`config.mk`:
```
export PLATFORM = sky130hd
export DESIGN_NAME = addr_rf_scheduler
export DESIGN_NICKNAME = d
export VERILOG_FILES = /design/src/rtl/addr_rf_scheduler.sv
export SDC_FILE = /design/constraint.sdc
export NUM_CORES = 1
export LEC_CHECK = 0
export BUFFER_PORTS_ARGS = -buffer_cell sky130_fd_sc_hd__clkbuf_2
export CAP_MARGIN = 20
export CORE_ASPECT_RATIO = 0.7
export CORE_UTILIZATION = 54
export DETAILED_ROUTE_END_ITERATION = 6
export PLACE_DENSITY = 0.8
export SLEW_MARGIN = 5
export SYNTH_ARGS = -nofsm -noshare
export SYNTH_HDL_FRONTEND = slang
export SYNTH_SLANG_ARGS = --single-unit
```
`constraint.sdc`:
```
create_clock -name i_clk -period 3.85 [get_ports i_clk]
set_input_delay 0.5775 -clock i_clk [delete_from_list [all_inputs] [get_ports i_clk]]
set_output_delay 0.5775 -clock i_clk [all_outputs]
set_load 0.01 [all_outputs]
```
`src/rtl/addr_rf_scheduler.sv`:
```
// addr_rf_scheduler: walks every output position (h, w) of a tile at the
// configured stride. At each position it walks every weight column, and for
// each column it starts the address/RF engine, waits for the engine to
// finish, and hands the result to the consumer over a valid/ready handshake.
//
// Optional build macro: ADDR_RF_SCHED_SKIP_EMPTY_EN
//   When defined, a column whose length is zero is not issued. It costs one
//   ISSUE cycle and then goes straight to the next job.
//   When undefined, every column is issued, including zero-length ones.
//
// state  | meaning
// -------+--------------------------------------------------------------
// IDLE   | waiting for i_start; config is latched when it arrives
// ISSUE  | one cycle: pulse the engine start for the current (h, w, col)
// WAIT   | waiting for i_eng_finish
// OUT    | o_out_valid held until the consumer accepts; then advance
// DONE   | one-cycle o_done pulse, then back to IDLE
module addr_rf_scheduler #(
    parameter int ROW_W   = 7,
    parameter int COL_NUM = 8,
    parameter int LEN_W   = 5,
    localparam int COL_W  = $clog2(COL_NUM)
) (
    input  logic                     i_clk,
    input  logic                     i_rst,
    input  logic                     i_start,
    input  logic                     i_abort,
    input  logic [ROW_W-1:0]         i_height,
    input  logic [ROW_W-1:0]         i_width,
    input  logic [1:0]               i_stride,
    input  logic [COL_NUM*LEN_W-1:0] i_col_len,
    output logic                     o_busy,
    output logic                     o_done,
    output logic                     o_eng_start,
    output logic [ROW_W-1:0]         o_eng_h,
    output logic [ROW_W-1:0]         o_eng_w,
    output logic [1:0]               o_eng_s,
    output logic [LEN_W-1:0]         o_eng_length,
    output logic [COL_W-1:0]         o_eng_col,
    input  logic                     i_eng_finish,
    output logic                     o_out_valid,
    input  logic                     i_out_ready
);

    typedef enum logic [2:0] {
        S_IDLE  = 3'd0,
        S_ISSUE = 3'd1,
        S_WAIT  = 3'd2,
        S_OUT   = 3'd3,
        S_DONE  = 3'd4
    } state_t;

    state_t state_q, state_d;

    logic [ROW_W-1:0]         height_q;
    logic [ROW_W-1:0]         width_q;
    logic [1:0]               stride_q;
    logic [COL_NUM*LEN_W-1:0] col_len_q;
    logic [ROW_W-1:0]         h_q;
    logic [ROW_W-1:0]         w_q;
    logic [COL_W-1:0]         col_q;
    logic [LEN_W-1:0]         len_q;

    logic [LEN_W-1:0] col_len_arr [COL_NUM];
    logic [ROW_W:0]   h_sum;
    logic [ROW_W:0]   w_sum;
    logic             h_more;
    logic             w_more;
    logic             col_last;
    logic             tile_last;
    logic [COL_W-1:0] col_nxt;
    logic             adv_en;
    logic [1:0]       stride_norm;

`ifdef ADDR_RF_SCHED_SKIP_EMPTY_EN
    logic job_empty;
    assign job_empty = (len_q == '0);
`endif

    // One extra bit on the sums so w+s / h+s never wrap past the coordinate width.
    assign h_sum       = {1'b0, h_q} + {{(ROW_W-1){1'b0}}, stride_q};
    assign w_sum       = {1'b0, w_q} + {{(ROW_W-1){1'b0}}, stride_q};
    assign h_more      = (h_sum < {1'b0, height_q});
    assign w_more      = (w_sum < {1'b0, width_q});
    assign col_last    = (col_q == COL_W'(COL_NUM - 1));
    assign tile_last   = col_last && !w_more && !h_more;
    assign col_nxt     = col_last ? '0 : col_q + COL_W'(1);
    assign stride_norm = (i_stride == 2'd0) ? 2'd1 : i_stride;

`ifdef ADDR_RF_SCHED_SKIP_EMPTY_EN
    assign adv_en = ((state_q == S_OUT) && i_out_ready) ||
                    ((state_q == S_ISSUE) && job_empty);
`else
    assign adv_en = (state_q == S_OUT) && i_out_ready;
`endif

    // Unpack the latched per-column lengths so the next column can be selected.
    always_comb begin
        for (int c = 0; c < COL_NUM; c++) begin
            col_len_arr[c] = col_len_q[c*LEN_W +: LEN_W];
        end
    end

    // State register.
    always_ff @(posedge i_clk) begin
        if (i_rst) begin
            state_q <= S_IDLE;
        end else begin
            state_q <= state_d;
        end
    end

    // Next-state logic; abort overrides every transition.
    always_comb begin
        state_d = state_q;
        if (i_abort) begin
            state_d = S_IDLE;
        end else begin
            case (state_q)
                S_IDLE: begin
                    if (i_start) begin
                        state_d = ((i_height == '0) || (i_width == '0)) ? S_DONE : S_ISSUE;
                    end
                end
                S_ISSUE: begin
`ifdef ADDR_RF_SCHED_SKIP_EMPTY_EN
                    if (job_empty) begin
                        state_d = tile_last ? S_DONE : S_ISSUE;
                    end else begin
                        state_d = S_WAIT;
                    end
`else
                    state_d = S_WAIT;
`endif
                end
                S_WAIT: begin
                    if (i_eng_finish) begin
                        state_d = S_OUT;
                    end
                end
                S_OUT: begin
                    if (i_out_ready) begin
                        state_d = tile_last ? S_DONE : S_ISSUE;
                    end
                end
                S_DONE:  state_d = S_IDLE;
                default: state_d = S_IDLE;
            endcase
        end
    end

    // Moore outputs decoded from the current state.
    always_comb begin
        o_busy      = 1'b0;
        o_done      = 1'b0;
        o_eng_start = 1'b0;
        o_out_valid = 1'b0;
        case (state_q)
            S_ISSUE: begin
                o_busy = 1'b1;
`ifdef ADDR_RF_SCHED_SKIP_EMPTY_EN
                o_eng_start = !job_empty;
`else
                o_eng_start = 1'b1;
`endif
            end
            S_WAIT: o_busy = 1'b1;
            S_OUT: begin
                o_busy      = 1'b1;
                o_out_valid = 1'b1;
            end
            S_DONE:  o_done = 1'b1;
            default: ;
        endcase
    end

    // Config latch and (h, w, col) walk; a column step also reloads the length.
    always_ff @(posedge i_clk) begin
        if (i_rst) begin
            height_q  <= '0;
            width_q   <= '0;
            stride_q  <= '0;
            col_len_q <= '0;
            h_q       <= '0;
            w_q       <= '0;
            col_q     <= '0;
            len_q     <= '0;
        end else if (i_abort) begin
            h_q <= h_q;
        end else if ((state_q == S_IDLE) && i_start) begin
            height_q  <= i_height;
            width_q   <= i_width;
            stride_q  <= stride_norm;
            col_len_q <= i_col_len;
            h_q       <= '0;
            w_q       <= '0;
            col_q     <= '0;
            len_q     <= i_col_len[LEN_W-1:0];
        end else if (adv_en) begin
            col_q <= col_nxt;
            len_q <= col_len_arr[col_nxt];
            if (col_last) begin
                if (w_more) begin
                    w_q <= w_sum[ROW_W-1:0];
                end else begin
                    w_q <= '0;
                    if (h_more) begin
                        h_q <= h_sum[ROW_W-1:0];
                    end
                end
            end
        end
    end

    assign o_eng_h      = h_q;
    assign o_eng_w      = w_q;
    assign o_eng_s      = stride_q;
    assign o_eng_length = len_q;
    assign o_eng_col    = col_q;

endmodule

```
==> results.txt <==
Status: finished, violations left
Failing checks: DRC
Asr flop ratio synth: 0%
Worst Max-Slew Pin Slew: 803 ps
CTS clk-pin slew, worst paths: 80 ps
Die H: 74.6 um
Iteration-0 DRC Markers: 237
Clk sinks: 81
Post-CTS Resized: 0
H-tree lvl count: 3
Clock Latency Late Sink: 360 ps
Synth area leader: dfxtp_1
Setup Crit Path Kind: register to register
Global-route wire length before repair: 15,500 um
CP max FO: 9
Setup TNS Final: 0 ps
Crit path max-delay family: compound AO/OA/AOI/OAI gates
Mapped Area: 0.00407 sq mm
Crit path buf inv count: 0
Port Buffer Count: 89
Initial antenna violation count: 0
Die X: 106 um
Detail-routed via count per cell: 5.53
RSZ-0062 raised after global routing: no
Gpl congestion: 0.862
Final ANT Viol Nets: 0
Total iterations of the first detailed-routing run: 7
Final slew viol count: 0
Post-Syn Instances: 482
EDFF count, synth: 0
Grt total ovfl: 0
Sequential area share after synthesis: 39.8%
Largest net degree at the start of global routing: 80
GRT Total Usage: 25.1%
TritonCTS clock tree: built
Drt total wl: 9510 um
Max-cap violations: 0
FF-to-FF path depth: 10
PwrDens: 363 mW/mm^2
Most used cell, CP: ha_1
CTS Buffer Depth: 2
Worst hold path type: input pin to register
Clk root buf: clkbuf_8
CP max stage delay: 500 ps
Cell Rows: 26
Post-DP HPWL: 7000 um
Endpoints failing setup: 0
Diodes inserted: 0
Post-layout nets: 638
Core Region: 0.00729 sq mm
Maximum VDD drop: 192 uV
Cell breakdown of the critical path: ha_1 -> fa_1 -> nand3_1 -> nor2_1 -> xor2_1 -> ha_1 -> o2111ai_1 -> o211a_1 -> o41ai_4 -> o221ai_1
WHS Path Cells: 3
Die area: 0.00789 sq mm
Area growth, synth to finish: 16.2%
Startpoint type of the worst setup path: register
Lkg Pwr: 1.98 nW
CP Depth: 10
IO Pins: 90
Syn_area_per_cell: 8.44 sq um
Slew HR: 46.4%
# hold bufs at CTS: 0
FILL cells: 661
Share of cells above drive strength 1: 22.6%
Fin area: 0.00473 sq mm
Primary FF master, synth: dfxtp_1
Mapped Nets: 564
Routed WL per cell: 14.4 um
Min cycle time layout: 3070 ps
Yosys cell types: 53
CP Capture Type: register
DRC violations left: 2
CP max stage cell: o41ai_4
Vias after detailed routing: 3,646
CP required: 4070 ps
Yosys reg bits: 81
Synth top area share: 39.8%
Worst Skew: 12.4 ps
Placed cell area: 0.00453 sq mm
Fmax: 326 MHz
Yosys warning count: 0
WP data arrival: 3290 ps
Worst hold margin: 431 ps
Clock buffer count from CTS: 9
Effective utilization at floorplan: 55.9%
Synth area leaders: dfxtp_1, nand2_1, a21oi_1, ha_1, mux4_2
Vias in the first global route: 3,378
Post-CTS setup buffers: 0
Final period utilization: 79.8%
Fin. Hold Viols: 0
[worst min-delay path, stage by stage]
cell and delay, ps:
clkbuf_2 80, nand2_1 40, a21oi_1 50
[final cells by class]
type                            count  area [sq um]  share of cell area, %
Multi-Input combinational cell    354          2250                   47.5
Timing Repair Buffer               93           475                   10.1
Inverter                           17          63.8                   1.35
Clock buffer                       12           145                   3.07
Tap cell                           98           123                   2.59
Sequential cell                    81          1620                   34.3
Clock inverter                      4          52.6                   1.11
[metal layers]
layer | share of wire [%] | global-route usage, %
met5 | 0 | 0
met4 | 1.6 | 8.33
met3 | 6.3 | 4.94
met2 | 46 | 40.4
met1 | 46 | 34.6
[where the power goes]
| part | total (mW) | internal [mW] | switching [mW] |
|---|---|---|---|
| Clock | 0.625 | 0.319 | 0.306 |
| Sequential | 0.889 | 0.870 | 0.0196 |
| Combinational | 0.202 | 0.0816 | 0.120 |
| Total | 1.72 | 1.27 | 0.446 |
[layout by cell type (no fill, tap or decap), drive strengths merged, types with 4 or more instances in the layout]
master  count
buf         4
ha         18
a32oi       4
a21oi      64
inv        17
o211ai      4
xor2        5
nor3        8
and3        4
xnor2       4
dfxtp      81
mux4       10
nand3       4
nor3b       5
nor4        4
a21o        4
nand2b      4
mux2i       6
clkbuf    101
nor2       25
nand2     127
a211o       5
o221ai      4
nand4       7
[synth_stat cells (3+ instances only)]
library cell  count
a22o_1            3
nand3_1           4
dfxtp_1          81
buf_2             7
ha_1             18
nor2_1           23
mux2i_1           6
a21oi_1          64
nand2b_1          4
a211o_1           5
nand4_1           6
nand3b_1          3
clkbuf_1         18
nor4_1            4
a21o_1            4
xnor2_1           4
nor3_1            7
nor2b_1           3
o221ai_1          4
nor3b_1           5
nand2_1         127
mux4_2           10
xor2_1            5
and3_1            4
o211ai_1          4
inv_1            17
a32oi_1           4
a22oi_1           3
[logic make-up after synthesis]
kind of cell               synth area share [%]
and+or+nand+nor                            22.1
AOI/OAI and AO/OA                          17.5
adders and majority gates                  6.52
xor gates and xnor gates                   1.94
muxes                                      7.01
DFF                                        39.8
buffers and inverters                      5.10
[sequential cells by signal, indices dropped and copies added (netlist names)]
register / count
col_len_q: 40
height_q: 7
o_eng_h: 7
o_eng_w: 7
width_q: 7
o_eng_length: 5
o_eng_col: 3
state_q: 3
o_eng_s: 2
[per-stage QoR]
stage               total power [mW]  setup WS [ps]  std cells  util, %
detailed placement              1.11            827        643     62.2
finish                          1.72            778        659     64.9
floorplan                       1.04           1010        482        -
global route                    1.79            600        659     64.9
global placement                1.10            907        643     62.2
CTS                             1.73            817        659     64.9
[path summary, 6_finish.rpt]
path	to	slack, ps	startpoint
worst max register to register	o_eng_h[2]	780	o_eng_s[0]
worst min-delay path	col_len_q[38]	430	i_col_len[38]
worst min register to register	o_eng_length[3]	450	o_eng_length[3]
worst max-delay path	o_eng_h[2]	780	o_eng_s[0]
Note: power is estimated with default switching activity, not from simulation.
